<file path="src/rtl/bcd_frequency_synth.sv">
// ---------------------------------------------------------------------------
// bcd_frequency_synth
//
// Programmable square-wave source. A 4-digit BCD frequency (0..9999 Hz) is
// validated, converted to binary and used as the step of a fractional phase
// accumulator. The accumulator toggles Fout exactly 2*F times every CLK_HZ
// clocks, so a 1 s gate on a frequency meter reads back the programmed value.
//
// Parameters
//   CLK_HZ  clock frequency in Hz (must be >= 2*9999 for the full range)
//   ACC_W   accumulator width (2^ACC_W must exceed CLK_HZ + 2*9999)
//
// Ports
//   Clk       in   1   system clock, all logic on posedge
//   Rst       in   1   synchronous reset, active-high
//   Load      in   1   one-cycle request to apply Bcd_In, accepted when idle
//   Bcd_In    in   16  BCD frequency, [15:12]=thousands .. [3:0]=units
//   Busy      out  1   conversion in progress, Load ignored while high
//   Err       out  1   last accepted Load contained a digit > 9
//   Freq_Bin  out  14  binary frequency currently generated
//   Fout      out  1   square-wave output, ~50% duty
// ---------------------------------------------------------------------------
module bcd_frequency_synth #(
    parameter int CLK_HZ = 100_000_000,
    parameter int ACC_W  = 27
) (
    input  logic        Clk,
    input  logic        Rst,
    input  logic        Load,
    input  logic [15:0] Bcd_In,
    output logic        Busy,
    output logic        Err,
    output logic [13:0] Freq_Bin,
    output logic        Fout
);

    typedef enum logic [1:0] {
        IDLE,
        CHECK,
        CONV,
        APPLY
    } state_t;

    localparam logic [ACC_W-1:0] CLK_LIM = ACC_W'(CLK_HZ);

    state_t             state_q,  state_d;
    logic [15:0]        shadow_q, shadow_d;
    logic [13:0]        bin_q,    bin_d;
    logic [1:0]         cnt_q,    cnt_d;
    logic               err_q,    err_d;
    logic [13:0]        freq_q,   freq_d;
    logic [ACC_W-1:0]   acc_q,    acc_d;
    logic               fout_q,   fout_d;

    logic               any_bad;
    logic [ACC_W-1:0]   step;
    logic [ACC_W:0]     sum;

    assign any_bad = (shadow_q[15:12] > 4'd9) || (shadow_q[11:8] > 4'd9) ||
                     (shadow_q[7:4]   > 4'd9) || (shadow_q[3:0]  > 4'd9);

    // ---------------- control / BCD conversion ----------------
    always_comb begin : fsm_comb
        // NOTE: every _d takes its hold value first, so no path leaves it
        // unassigned and no latch is inferred.
        state_d  = state_q;
        shadow_d = shadow_q;
        bin_d    = bin_q;
        cnt_d    = cnt_q;
        err_d    = err_q;
        freq_d   = freq_q;
        case (state_q)
            IDLE: begin
                if (Load) begin
                    shadow_d = Bcd_In;
                    err_d    = 1'b0;
                    state_d  = CHECK;
                end
            end
            CHECK: begin
                if (any_bad) begin
                    err_d   = 1'b1;
                    state_d = IDLE;
                end else begin
                    bin_d   = '0;
                    cnt_d   = '0;
                    state_d = CONV;
                end
            end
            CONV: begin
                // MSD first: the shadow register shifts left one digit per cycle.
                bin_d    = (bin_q << 3) + (bin_q << 1) + {10'd0, shadow_q[15:12]};
                shadow_d = shadow_q << 4;
                cnt_d    = cnt_q + 2'd1;
                if (cnt_q == 2'd3) state_d = APPLY;
            end
            APPLY: begin
                freq_d  = bin_q;
                state_d = IDLE;
            end
            default: state_d = IDLE;
        endcase
    end

    // ---------------- fractional phase accumulator ----------------
    assign step = ACC_W'({freq_q, 1'b0});
    assign sum  = {1'b0, acc_q} + {1'b0, step};

    always_comb begin : gen_comb
        acc_d  = acc_q;
        fout_d = fout_q;
        // A zero frequency parks the generator; applying zero parks it at once
        // so Fout is low from the first cycle after APPLY.
        if ((state_q == APPLY && bin_q == '0) || freq_q == '0) begin
            acc_d  = '0;
            fout_d = 1'b0;
        end else if (sum >= {1'b0, CLK_LIM}) begin
            acc_d  = sum[ACC_W-1:0] - CLK_LIM;
            fout_d = ~fout_q;
        end else begin
            acc_d  = sum[ACC_W-1:0];
        end
    end

    always_ff @(posedge Clk) begin
        // NOTE: state registers use non-blocking assignment so every flop
        // samples pre-edge values regardless of statement order.
        if (Rst) begin
            state_q  <= IDLE;
            shadow_q <= '0;
            bin_q    <= '0;
            cnt_q    <= '0;
            err_q    <= 1'b0;
            freq_q   <= '0;
            acc_q    <= '0;
            fout_q   <= 1'b0;
        end else begin
            state_q  <= state_d;
            shadow_q <= shadow_d;
            bin_q    <= bin_d;
            cnt_q    <= cnt_d;
            err_q    <= err_d;
            freq_q   <= freq_d;
            acc_q    <= acc_d;
            fout_q   <= fout_d;
        end
    end

    assign Busy     = (state_q != IDLE);
    assign Err      = err_q;
    assign Freq_Bin = freq_q;
    assign Fout     = fout_q;

endmodule

</file>
<file path="config.mk">
export PLATFORM = sky130hd
export DESIGN_NAME = bcd_frequency_synth
export DESIGN_NICKNAME = d
export VERILOG_FILES = /design/src/rtl/bcd_frequency_synth.sv
export SDC_FILE = /design/constraint.sdc
export NUM_CORES = 1
export LEC_CHECK = 0
export BUFFER_PORTS_ARGS = -buffer_cell sky130_fd_sc_hd__buf_2
export CORE_MARGIN = 2
export CORE_UTILIZATION = 60
export CTS_CLUSTER_DIAMETER = 80
export DETAILED_ROUTE_END_ITERATION = 16
export PLACE_DENSITY = 0.79
export RECOVER_POWER = 25
export SETUP_SLACK_MARGIN = 0.1
export SYNTH_ARGS = -nofsm -noshare
export SYNTH_HDL_FRONTEND = slang
export SYNTH_SLANG_ARGS = --single-unit
</file>
<file path="constraint.sdc">
create_clock -name Clk -period 3.7 [get_ports Clk]
set_input_delay 0.74 -clock Clk [delete_from_list [all_inputs] [get_ports Clk]]
set_output_delay 0.74 -clock Clk [all_outputs]
set_load 0.005 [all_outputs]
</file>
Word-level counts from Yosys, hierarchy flattened
Cells that the tools add are included.
- order comparisons: 5
- muxes and demuxes: 14
- bitwise operators: 1
- add/subtract/negate cells: 5
- equal/unequal tests: 8
- reductions and logical operators: 17
- operators by type and width (operator ; count):
    $pmux W16 S2 ; 1
    $add A27 B15 Y28 ; 1
    $ge A28 B27 Y1 const B ; 1
    $logic_not A14 Y1 ; 2
    $pmux W14 S2 ; 1
    $mux W27 ; 1
    $sub A27 B27 Y27 const B ; 1
    $gt A4 B4 Y1 const B ; 4
    $mux W16 ; 1
    $add A14 B14 Y14 ; 1
    $add A14 B4 Y14 ; 1
    $mux W14 ; 1
    $mux W2 ; 4
    $ne A2 B2 Y1 const B ; 4
    $pmux W2 S4 ; 1
    $reduce_bool A2 Y1 ; 4
    $eq A2 B2 Y1 const B ; 3
    $reduce_and A2 Y1 ; 3
    $logic_or A1 B1 Y1 ; 4
    $pmux W2 S2 ; 1
    $reduce_and A3 Y1 ; 1
    $add A2 B1 Y2 const B ; 1
    $eq A2 B1 Y1 const B ; 1
    $logic_not A2 Y1 ; 1
    other kinds (5) ; 6
- register bits: 77
- input bits: 19
- output and inout port bits: 17
- logic and storage cells: 58

Depth between registers and ports, before layout
- word-level depth: 6
- depth in mapped cells: 14
- mapped depth without buffers: 14

Worst setup path before layout
No wires, ideal clock.
- kind: register to register
- from: reg freq_q[1], in the netlist Freq_Bin[1]
- to: reg acc_q[23]
- path slack: 320 ps
- data required time: 3582 ps
- library setup time: 118 ps
- clock period less this slack: 3380 ps
- stages on the path, launching flop included: 14
- data arrival time: 3262 ps
- path buffers: 2
- path through: dfxtp_1 -> ha_1 -> a211oi_4 -> o31ai_2 -> o211a_1 -> or4b_1 -> and4_1 -> buf_6 -> o41a_1 -> o21a_4 -> nor2_4 -> buf_6 -> nand3b_2 -> mux2i_1
- word-level cells in the longest chain between the ends: 3
- elaborated cells between the ends (all ways): 7
- classes of those cells: add/sub: 2; order compare: 1; mux: 1; reduce/logical: 3
- RTL lines (element ; RTL line ; text):
    start, declared ; 51 ; logic [13:0] freq_q, freq_d;
    start signal, assigned ; 143 ; freq_q <= freq_d;
    $add A27 B15 Y28 or $logic_not A14 Y1 (tied branches) ; 107, 114 ;
    $sub A27 B27 Y27 (tied with other cells) ; 118 ; acc_d = sum[ACC_W-1:0] - CLK_LIM;
    $mux W27 or $reduce_or A2 Y1 (tied branches) ; n/a ;
    end signal, assigned ; 135 ; acc_q <= '0;
    end signal, assigned ; 144 ; acc_q <= acc_d;
    end, declared ; 52 ; logic [ACC_W-1:0] acc_q, acc_d;
Parallel ways exist; a longest one is shown, timed or not.
A chain may end at the register's enable or synchronous reset.

Final worst setup path
- from: reg freq_q[5], in the netlist Freq_Bin[5]
- to: reg acc_q[15]
Same word-level chain as after synthesis.

==> results.md <==
- Status: complete, no violations
- Die area: 9200 um2
- Unrepaired setup endpoints after global routing: true
- First-pass GRT wire length: approximately 22,000 um
- CTS tree: done
- Cell variety after synth: 70
- Initial antenna violation count: 0
- Cell count after synthesis: approximately 640
- Max clock buf depth: 2
- Dpl cells: between 700 and 800
- Final core utilization: 69.4%
- Synth area leaders: dfxtp_1 30%, ha_1 9.4%, nand2_1 6.9%, a21oi_1 5.5%, nor2_1 4.6%
- Yosys synthesis warning count: 0
- Die span in x: approximately 96 um
- Hold Vio Cnt, Final: 0
- Design Area, Final: about 5700 um2
- Startpoint class of the critical path: register
- Critical Path Source: Freq_Bin[5]$_SDFFE_PP0P_
- Antenna viol nets, final: 0
- Clk_skew: 0.0132 ns
- GPL Wtd Cong: 0.946
- Fmax: about 280 MHz
- Pre-CTS WS: about 0.0017 ns
- Number of iterations in the first detailed-routing pass: 7
- Synth top area share: 30.0%
- DR vias: about 5.0k
- Crit path largest cell delay: about 0.50 ns
- Most frequent cell after synthesis: nand2_1
- Largest net degree at the start of global routing: 51
- Crit end category: register
- Routed len/inst: about 17 um
- Final min period: 3.54 ns
- Area leader, netlist: dfxtp_1
- Synth Area in Simple Gates: a little over a quarter
- Mapped Area: 5070 um2
- PwrDens: roughly 300 nW/um2
- Layout Nets: ~750
- Yosys reg bits: 76
- Port buffer count: 35
- Async SR Flop Fraction: 0%
- Final worst setup slack: 0.157 ns
- Tot GR Track Use: between 30% and 40%
- Worst-skew pair later-pin latency: 0.36 ns
- Root Buffer: clkbuf_8
- Crit share post-route: ~96%
- Non-Filler Instances: ~800
- Adder-Cell Fraction of Synth Area: between 10% and 20%
- Seq/Total Area, Yosys: roughly 30%
- Compound-Gate Fraction of Synth Area: between 20% and 30%
- Max FO, Critical Path: 7
- Top cells by count, synth: 93 x nand2_1, 76 x dfxtp_1, 62 x nor2_1, 56 x a21oi_1, 38 x ha_1
- EDFF count, synth: 0
- Relative slew slack: 28.0%
- Starting density of the core: 61.7%
- Dpl hpwl: 10,000 um
- Area post-placement: approximately 5400 um2
- Worst-Margin Slew: approximately 1.1 ns
- Slowest CP cell: or4b_1
- Final setup viols: 0
- Htree depth: 3
- Max IR drop VDD: 229 uV
- Core Box Area: between 8000 and 9000 um2
- Mux contribution to synthesized area: between 1 and 1.5%
- Std cell rows: 33
- Setup slack, reg-to-reg: around 0.16 ns
- WP data required: about 4.0 ns
- Post-route DRC: 0
- Syn Area/Cell: 7.87 um2
- Cell Chain, Critical Path: ha_2 -> o21a_1 -> or2_2 -> o211a_4 -> or4b_1 -> and4_2 -> o41a_1 -> o21a_4 -> nor2_4 -> buf_4 -> nand4_1 -> a21oi_1
- CP bufs+invs: 1
- CTS buffer count: 9
- # IOs: 36
- Detailed Route WL: between 10,000 and 15,000 um
- FF-to-FF path depth: 12
- Setup TNS: 0 ns
- Chip Height: ~96 um
- Fin. max-slew vios: 0
- Setup crit end: acc_q[15]$_SDFF_PP0_
- Synth Area in XOR/XNOR: about 5.4%
- WP depth: 12
- Reg2reg start: Freq_Bin[5]$_SDFFE_PP0P_
- Post-synth top flop: dfxtp_1
- Worst min path class: register to register
- Diode count: 0
- Largest family of logic cells by synthesized area: simple AND/OR/NAND/NOR gates
- Iter 0 DRT Violations: around 300
- Worst-path clk slew: 0.09 ns
- Share of cells above drive strength 1: 15.5%
- Final hold slack: just under 0.5 ns
- Worst Setup Path Type: register to register
- Vias per inst: 6.31
- Clock sinks: 76
- Worst reg2reg path endpoint: acc_q[15]$_SDFF_PP0_
- Max-cap violations: 0
- Total chip power: ~1.7 mW
- P&R area growth vs syn: 12.5%
- Vias in the first global route: 4,632
- Syn nets: slightly above 700
- Leak: between 2 and 2.5 nW
- GR Overflow Total: 0
- CP arrival: 3.82 ns
- Largest delay share family, worst path: simple AND/OR/NAND/NOR gates
==> area by class of cell <==
class,instances,area (um2)
Inverter,9,33.8
Clock buffer,10,128
Sequential cell,76,1530
Timing Repair Buffer,64,388
Clock inverter,6,72.6
Multi-Input combinational cell,525,3420
Fill cell,709,2510
Tap cell,105,131
==> sequential cells by signal, summed over array words and instances, names as in the netlist, named ones only <==
register,count
bin_q,14
Err,1
Freq_Bin,14
cnt_q,2
state_q,1
Fout,1
shadow_q,16
acc_q,26
==> kinds of logic (layout without fill, tap and decap cells) <==
logic type | after synthesis | in the layout
AND/OR/NAND/NOR | 276 | 277
AO/OA/AOI/OAI | 171 | 171
flip-flops | 76 | 76
buffers and inverters | 44 | 89
adder cells (fa/ha/maj) | 41 | 41
XOR/XNOR | 31 | 31
multiplexers | 5 | 5
==> report_power, final <==
part           leakage (nW)  total (mW)  internal [mW]  switching (mW)
Sequential            0.618       0.874          0.845          0.0296
Combinational          1.65       0.150         0.0568          0.0931
Clock                0.0971       0.655          0.318           0.337
Total                  2.36        1.68           1.22           0.459
==> tightest hold or removal path, stage by stage, from the launching register on <==
cell and delay (ns):
dfxtp_1 0.32, nand2_1 0.06, a21oi_1 0.06
==> how the worst min path moves through the flow <==
stage | startpoint | end | slack, ns | depth (start not counted)
detailed placement | shadow_q[12]$_SDFFE_PP0P_ | bin_q[0]$_SDFFE_PP0P_ | 0.46 | 2
global route | shadow_q[5]$_SDFFE_PP0P_ | shadow_q[9]$_SDFFE_PP0P_ | 0.51 | 2
finish | shadow_q[12]$_SDFFE_PP0P_ | bin_q[0]$_SDFFE_PP0P_ | 0.48 | 2
floorplan | shadow_q[12]$_SDFFE_PP0P_ | bin_q[0]$_SDFFE_PP0P_ | 0.43 | 2
global placement | shadow_q[12]$_SDFFE_PP0P_ | bin_q[0]$_SDFFE_PP0P_ | 0.45 | 2
CTS | shadow_q[12]$_SDFFE_PP0P_ | bin_q[0]$_SDFFE_PP0P_ | 0.48 | 2
==> routing by layer <==
| metal | track usage (%) | share of wire [%] | vias to the layer above |
|---|---|---|---|
| met5 | 0 | 0 | - |
| met4 | 9.88 | 1.8 | 0 |
| met3 | 5.01 | 6.5 | 25 |
| met2 | 52.4 | 50 | 194 |
| met1 | 39.5 | 42 | 2367 |
| li1 | - | - | 2434 |
==> placed cells by master (no fill, tap or decap), types with 4 or more instances in the layout <==
master    synthesis  final
and3_1           12     12
o21ai_0          22     21
mux2i_1           4      4
nor2_1           62     61
xnor2_1          20     20
nand2_1          93     93
nand2b_1          6      6
ha_1             38     35
a21o_1           12     12
o211ai_1          7      7
or2_2             5      5
a31oi_1           6      6
nor4_1            9      9
a22oi_1           6      6
buf_4             0     29
nand4_1          15     15
buf_2             1     31
a211o_1           5      5
o21a_1            4      4
nor2b_1           7      7
nand3_1          29     29
a311oi_1         13     12
inv_1             9      9
a21oi_1          56     54
nor3_1           13     12
xor2_1           11     11
dfxtp_1          76     74
and2_1            7      7
clkbuf_1         30      5
clkbuf_8          0      9
==> repair_timing <==
action	CTS	global route
endpoints found under the setup margin	13	19
resized for setup	2	18
setup buffers	2	2
pin swaps	1	4
hold buffers	0	0
gates cloned	1	0
endpoints found under the hold margin	0	0
Note: power is estimated with default switching activity, not from simulation.
